File: src/rtl/alu_pkg.sv
// Shared opcode constants, FSM state encoding and opcode classification for multicycle_alu.
// Latency: n/a (declarations only).
// Backpressure: n/a.
// Optional feature macro: MULTICYCLE_ALU_DIV_EN (adds opcode 101 DIVU to the iterative class).
package alu_pkg;

  localparam logic [2:0] OP_AND  = 3'b000;
  localparam logic [2:0] OP_OR   = 3'b001;
  localparam logic [2:0] OP_ADD  = 3'b010;
  localparam logic [2:0] OP_MUL  = 3'b011;
  localparam logic [2:0] OP_DIVU = 3'b101;
  localparam logic [2:0] OP_SUB  = 3'b110;
  localparam logic [2:0] OP_SLT  = 3'b111;

  typedef enum logic [1:0] {
    ST_IDLE = 2'd0,
    ST_BUSY = 2'd1,
    ST_DONE = 2'd2
  } state_t;

  // True for opcodes that run through the iterative unit instead of the one-cycle path.
  function automatic logic is_iter_op(input logic [2:0] op);
`ifdef MULTICYCLE_ALU_DIV_EN
    return (op == OP_MUL) || (op == OP_DIVU);
`else
    return (op == OP_MUL);
`endif
  endfunction

endpackage

File: src/rtl/alu_iter_unit.sv
// Iterative datapath: shift-add multiply (low WIDTH bits), optional restoring unsigned divide.
// Latency: operands captured on start, WIDTH iterations on the following edges, done on the last.
// Backpressure: none; the FSM only pulses start when idle and consumes result on done.
// Ports: clk, reset_n (sync, active low), start, is_div (only with MULTICYCLE_ALU_DIV_EN),
//        a/b operands, done (combinational, high in the cycle of the final iteration), result.
module alu_iter_unit #(
  parameter int WIDTH = 32
) (
  input  logic             clk,
  input  logic             reset_n,
  input  logic             start,
`ifdef MULTICYCLE_ALU_DIV_EN
  input  logic             is_div,
`endif
  input  logic [WIDTH-1:0] a,
  input  logic [WIDTH-1:0] b,
  output logic             done,
  output logic [WIDTH-1:0] result
);

  localparam int CW = $clog2(WIDTH);

  logic             busy;
  logic [CW-1:0]    cnt;
  // acc: product accumulator (MUL) or partial remainder (DIVU)
  // x:   shifting multiplicand (MUL) or dividend shifting into quotient (DIVU)
  // y:   shifting multiplier (MUL) or fixed divisor (DIVU)
  logic [WIDTH-1:0] acc, x, y;
  logic [WIDTH-1:0] nxt_acc, nxt_x, nxt_y;

`ifdef MULTICYCLE_ALU_DIV_EN
  logic             div_q;
  logic [WIDTH:0]   rem_sh, diff;
  logic             take;
`endif

  always_comb begin
    nxt_acc = acc + (y[0] ? x : '0);
    nxt_x   = x << 1;
    nxt_y   = y >> 1;
`ifdef MULTICYCLE_ALU_DIV_EN
    // Remainder stays below the divisor, so one extra bit holds the shifted value and
    // the sign of the trial subtraction.
    rem_sh = {acc, x[WIDTH-1]};
    diff   = rem_sh - {1'b0, y};
    take   = ~diff[WIDTH];
    if (div_q) begin
      nxt_y   = y;
      nxt_acc = take ? diff[WIDTH-1:0] : rem_sh[WIDTH-1:0];
      nxt_x   = {x[WIDTH-2:0], take};
    end
    result = div_q ? nxt_x : nxt_acc;
`else
    result = nxt_acc;
`endif
  end

  // The FSM latches result in the same edge that performs the final iteration.
  assign done = busy && (cnt == CW'(WIDTH - 1));

  always_ff @(posedge clk) begin
    if (!reset_n) begin
      busy <= 1'b0;
      cnt  <= '0;
      acc  <= '0;
      x    <= '0;
      y    <= '0;
`ifdef MULTICYCLE_ALU_DIV_EN
      div_q <= 1'b0;
`endif
    end else if (start) begin
      busy <= 1'b1;
      cnt  <= '0;
      acc  <= '0;
      x    <= a;
      y    <= b;
`ifdef MULTICYCLE_ALU_DIV_EN
      div_q <= is_div;
`endif
    end else if (busy) begin
      acc  <= nxt_acc;
      x    <= nxt_x;
      y    <= nxt_y;
      cnt  <= cnt + CW'(1);
      if (done) busy <= 1'b0;
    end
  end

endmodule

File: src/rtl/multicycle_alu.sv
// Multicycle ALU: AND/OR/ADD/SUB/SLT in one cycle, MUL (and DIVU with MULTICYCLE_ALU_DIV_EN) iterative.
// Latency: out_valid 1 cycle after accept for single-cycle/illegal ops, WIDTH+1 cycles for MUL/DIVU.
// Backpressure: one request in flight; result held in DONE until out_ready, in_ready only in IDLE.
// Ports: clk, reset_n (sync, active low), in_valid/in_ready request handshake, SrcA/SrcB/ALUControl
//        request fields, out_valid/out_ready result handshake, ALUResult/Zero/Overflow/IllegalOp.
module multicycle_alu
  import alu_pkg::*;
#(
  parameter int WIDTH = 32
) (
  input  logic             clk,
  input  logic             reset_n,
  input  logic             in_valid,
  output logic             in_ready,
  input  logic [WIDTH-1:0] SrcA,
  input  logic [WIDTH-1:0] SrcB,
  input  logic [2:0]       ALUControl,
  output logic             out_valid,
  input  logic             out_ready,
  output logic [WIDTH-1:0] ALUResult,
  output logic             Zero,
  output logic             Overflow,
  output logic             IllegalOp
);

  state_t           state;
  logic             accept;
  logic             iter_start, iter_done;
  logic [WIDTH-1:0] iter_result;
  logic [WIDTH-1:0] sum, dif, sc_res;
  logic             sc_ovf, sc_ill;

  assign accept     = in_valid && in_ready;
  assign iter_start = accept && is_iter_op(ALUControl);

  // One-cycle path, evaluated on the raw inputs and captured on the accept edge.
  always_comb begin
    sum    = SrcA + SrcB;
    dif    = SrcA - SrcB;
    sc_res = '0;
    sc_ovf = 1'b0;
    sc_ill = 1'b0;
    case (ALUControl)
      OP_AND: sc_res = SrcA & SrcB;
      OP_OR:  sc_res = SrcA | SrcB;
      OP_ADD: begin
        sc_res = sum;
        sc_ovf = (SrcA[WIDTH-1] == SrcB[WIDTH-1]) && (sum[WIDTH-1] != SrcA[WIDTH-1]);
      end
      OP_SUB: begin
        sc_res = dif;
        sc_ovf = (SrcA[WIDTH-1] != SrcB[WIDTH-1]) && (dif[WIDTH-1] != SrcA[WIDTH-1]);
      end
      OP_SLT: sc_res = {{(WIDTH-1){1'b0}}, ($signed(SrcA) < $signed(SrcB))};
      OP_MUL: ;
`ifdef MULTICYCLE_ALU_DIV_EN
      OP_DIVU: ;
`endif
      default: sc_ill = 1'b1;
    endcase
  end

  alu_iter_unit #(.WIDTH(WIDTH)) u_iter (
    .clk     (clk),
    .reset_n (reset_n),
    .start   (iter_start),
`ifdef MULTICYCLE_ALU_DIV_EN
    .is_div  (ALUControl == OP_DIVU),
`endif
    .a       (SrcA),
    .b       (SrcB),
    .done    (iter_done),
    .result  (iter_result)
  );

  always_ff @(posedge clk) begin
    if (!reset_n) begin
      state     <= ST_IDLE;
      in_ready  <= 1'b0;
      out_valid <= 1'b0;
      ALUResult <= '0;
      Zero      <= 1'b1;
      Overflow  <= 1'b0;
      IllegalOp <= 1'b0;
    end else begin
      case (state)
        ST_IDLE: begin
          if (accept) begin
            in_ready <= 1'b0;
            if (is_iter_op(ALUControl)) begin
              state <= ST_BUSY;
            end else begin
              state     <= ST_DONE;
              out_valid <= 1'b1;
              ALUResult <= sc_res;
              Zero      <= (sc_res == '0);
              Overflow  <= sc_ovf;
              IllegalOp <= sc_ill;
            end
          end else begin
            in_ready <= 1'b1;
          end
        end
        ST_BUSY: begin
          if (iter_done) begin
            state     <= ST_DONE;
            out_valid <= 1'b1;
            ALUResult <= iter_result;
            Zero      <= (iter_result == '0);
            Overflow  <= 1'b0;
            IllegalOp <= 1'b0;
          end
        end
        ST_DONE: begin
          // in_ready rises on this edge, so the earliest new accept is the next edge.
          if (out_ready) begin
            state     <= ST_IDLE;
            out_valid <= 1'b0;
            in_ready  <= 1'b1;
          end
        end
        default: begin
          state     <= ST_IDLE;
          in_ready  <= 1'b0;
          out_valid <= 1'b0;
        end
      endcase
    end
  end

endmodule

File: config.mk
export PLATFORM = sky130hd
export DESIGN_NAME = multicycle_alu
export DESIGN_NICKNAME = d
export VERILOG_FILES = /design/src/rtl/alu_pkg.sv /design/src/rtl/alu_iter_unit.sv /design/src/rtl/multicycle_alu.sv
export SDC_FILE = /design/constraint.sdc
export NUM_CORES = 1
export LEC_CHECK = 0
export CORE_UTILIZATION = 55
export CTS_CLUSTER_SIZE = 30
export DETAILED_ROUTE_END_ITERATION = 7
export PLACE_DENSITY = 0.76
export SETUP_SLACK_MARGIN = 0.02
export SYNTH_ARGS = -nofsm -noshare
export SYNTH_HDL_FRONTEND = slang
export SYNTH_SLANG_ARGS = --single-unit
export TNS_END_PERCENT = 30
File: constraint.sdc
create_clock -name clk -period 10.8 [get_ports clk]
set_input_delay 2.16 -clock clk [delete_from_list [all_inputs] [get_ports clk]]
set_output_delay 2.16 -clock clk [all_outputs]
set_load 0.03 [all_outputs]
==> run_results.csv <==
group,metric,value,unit
power,p_seq_share,33.4,%
cells_and_area,areaGrowthSynthToFinish,12.9,%
run,cap_viol_max_count,0,
clock_network,clk_pin_slew,0.07,ns
synthesis,ys_seq_area_share,20.7,%
drt,first_pass_iters,6,
power,netSwitchingPower,560,uW
hold_path,hold_path.class,"reg2reg",
sta,setup_ws,4.56,ns
power,pwr_density_cell,106,nW/um2
power,p_clk_share,39.5,%
global_route,grt_pass1_vias,12800,
power,leakagePower,0.00702,uW
clock_network,cts_tree,"built",
power,internal_power,1070,uW
setup_path,critical_path_arrival,6.62,ns
floorplanning,io_pins,108,
floorplanning,die_x,159,um
drt,drtIter0Drc,1379,
outcome,status,"completed",
synthesis,synth_top_area_share,20.7,%
clock_network,clk_latency,0.45,ns
global_route,grt_max_degree,72,
global_route,grt_use_total,35.7,%
clock_network,postCtsSetupRepairBufs,0,
synthesis,synthFlopType,"dfxtp_1",
floorplanning,die_area,25400,um2
place,place_ws,4.33,ns
synthesis,ys_top_cells_by_area,"dfxtp_1, ha_1, mux2i_1",
synthesis,yosys_register_bits,141,
sta,timing.setup.tns,0,ns
clock_network,cts_sinks,141,
floorplanning,die_h,159,um
drt,vias,13600,
place,hpwl,35100,um
synthesis,synth_area,13600,um2
sta,skew,0.0137,ns
global_route,antenna_found_initial,0,
drt,wirelength,46200,um
cells_and_area,drive_above_1_share,4.62,%
cells_and_area,postLayoutCoreUtil,63.2,%
drt,wl_per_cell,21.6,um
sta,whs,0.463,ns
floorplanning,initial_core_util,56.0,%
synthesis,yosysWarningCount,0,
setup_path,cp-end-kind,"flop",
sta,setup_viol,0,
floorplanning,fp.coreArea,24300,um2
setup_path,start_kind,"input port",
place,place.gp.congestion,0.987,
drt,detail-route-antenna-nets,0,
drt,via_per_inst,6.36,
place,io_buffers,107,
sta,worstMarginPinSlew,0.980,ns
clock_network,cts_buffer_depth,2,
synthesis,async_reset_ff_share,0,%
setup_path,path_class,"in2reg",
sta,grt_setup_unrepaired,"false",
clock_network,cts_root_buf,"clkbuf_16",
clock_network,cts_resized,0,
power,ir_worst_vdd,100,uV
setup_path,crit_required,11.17,ns
synthesis,syn_area_per_cell,7.67,um2
clock_network,h-tree-depth,4,
clock_network,cts_buffers,17,
synthesis,synthTopCellsByCount,"nand2_1, dfxtp_1, nor2_1",
synthesis,ys_types,94,
sta,finalHoldViolCount,0,
sta,final.period_utilization,57.8,%
cells_and_area,final_nets,2011,
sta,slew_violations,0,
global_route,grt-ovfl-total,0,
clock_network,postCtsHoldBufs,0,
sta,fin_crit,6.24,ns
sta,clock.fmax,160,MHz
synthesis,yosysMostFrequentCell,"nand2_1",
synthesis,synth-edff-count,0,
setup_path,worstPathMaxFanout,4,
synthesis,netlist_instances,1776,
synthesis,synthesis.nets,1982,
drt,drcViolationCount,0,
cells_and_area,n_antenna_cell,0,
synthesis,yosysTopAreaCell,"dfxtp_1",
floorplanning,rows,57,
power,sw_frac_of_total,34.5,%
global_route,grt_pass1_wl,71100,um
power,combPwrFrac,27.1,%
sta,max_slew_margin,34.6,%
-- worst max-delay path, stage by stage --
cell             delay [ns]
clkdlybuf4s50_1        0.59
ha_1                   0.27
inv_1                  0.09
fa_1                   0.39
nand2b_1               0.21
a2111oi_1              0.77
o21bai_1               0.18
a211oi_1               0.28
o22ai_1                0.15
xnor2_1                0.14
a21oi_1                0.45
o2111ai_1              0.30
nor4b_2                0.32
nand4_1                0.14
o211ai_2               0.17
-- cell type report --
type                    count  area, um2
fillers                  2190       8950
clock buffers              18        439
clock inverters            13        179
well taps                 324        405
inverters                 136        510
repair buffers            122       1170
flip-flops and latches    141       2830
multi-input cells        1387       9840
-- kinds of logic after synthesis --
logic type,count (synthesis),share of synthesized area [%]
compound gates,511,27.1
xor+xnor,48,3.09
fa+ha+maj,135,12.6
buf+inv,248,7.19
flops,141,20.7
mux,122,8.99
simple gates,571,20.4
-- power by group through the flow --
stage / sequential (uW) / combinational (uW) / clock (uW)
CTS: 542 / 427 / 644
detailed placement: 554 / 425 / 0
global placement: 553 / 425 / 0
finish: 542 / 441 / 642
floorplan: 561 / 272 / 0
global route: 543 / 471 / 665
-- flip-flops by register name, indices dropped and copies added (netlist names) --
signal and cells:
IllegalOp 1, u_iter.busy 1, Zero 1, u_iter.y 32
Overflow 1, out_valid 1, u_iter.cnt 5, u_iter.acc 32
in_ready 1, ALUResult 32, u_iter.x 32, state 2
-- metal layers --
metal  global-route usage (%)  vias to the layer above  share of wire [%]
met5                        0                        -                  0
met4                     10.4                        0                2.6
met3                     6.54                      103                8.0
met2                     55.2                      623                 44
met1                     50.4                     6439                 46
li1                         -                     6460                  -
-- final timing paths --
kind	from	endpoint	slack, ns	cells past startpoint
worst max-delay path	SrcB[0]	Zero$_SDFFE_PN1P_	4.56	15
worst min-delay path	ALUResult[0]$_SDFFE_PN0P_	ALUResult[0]$_SDFFE_PN0P_	0.46	2
worst max register to register	u_iter.y[0]$_SDFFE_PN0P_	Zero$_SDFFE_PN1P_	6.14	15
worst min register to register	ALUResult[0]$_SDFFE_PN0P_	ALUResult[0]$_SDFFE_PN0P_	0.46	2
-- metrics by stage --
stage / total power [uW] / std cells / area (um2)
6_report: 1630 / 2141 / 15400
5_1_grt: 1680 / 2141 / 15400
4_1_cts: 1610 / 2141 / 15400
3_5_place_dp: 979 / 2110 / 14800
3_3_place_gp: 979 / 2110 / 14800
2_1_floorplan: 833 / 1776 / 13600
-- cell usage in the layout, fill, tap and decap left out, types with 6 or more instances in the layout --
cell type / instances
a2111oi_0: 6
a211o_1: 9
a211oi_1: 22
a21boi_0: 26
a21o_1: 13
a21oi_1: 129
a221oi_1: 11
a31oi_1: 16
and2_1: 42
and3_1: 10
buf_4: 16
clkbuf_16: 17
clkdlybuf4s50_1: 104
dfxtp_1: 140
ha_1: 132
inv_1: 133
mux2i_1: 120
nand2_1: 191
nand2b_1: 15
nand3_1: 25
nand4_1: 27
nor2_1: 134
nor2b_1: 23
nor3_1: 40
nor4_1: 17
o2111ai_1: 7
o211a_1: 65
o211ai_1: 31
o21a_1: 12
o21ai_0: 61
o21bai_1: 14
o22ai_1: 11
o31ai_1: 16
or2_2: 6
xnor2_1: 35
xor2_1: 13
(Power assumes the default switching activity.)
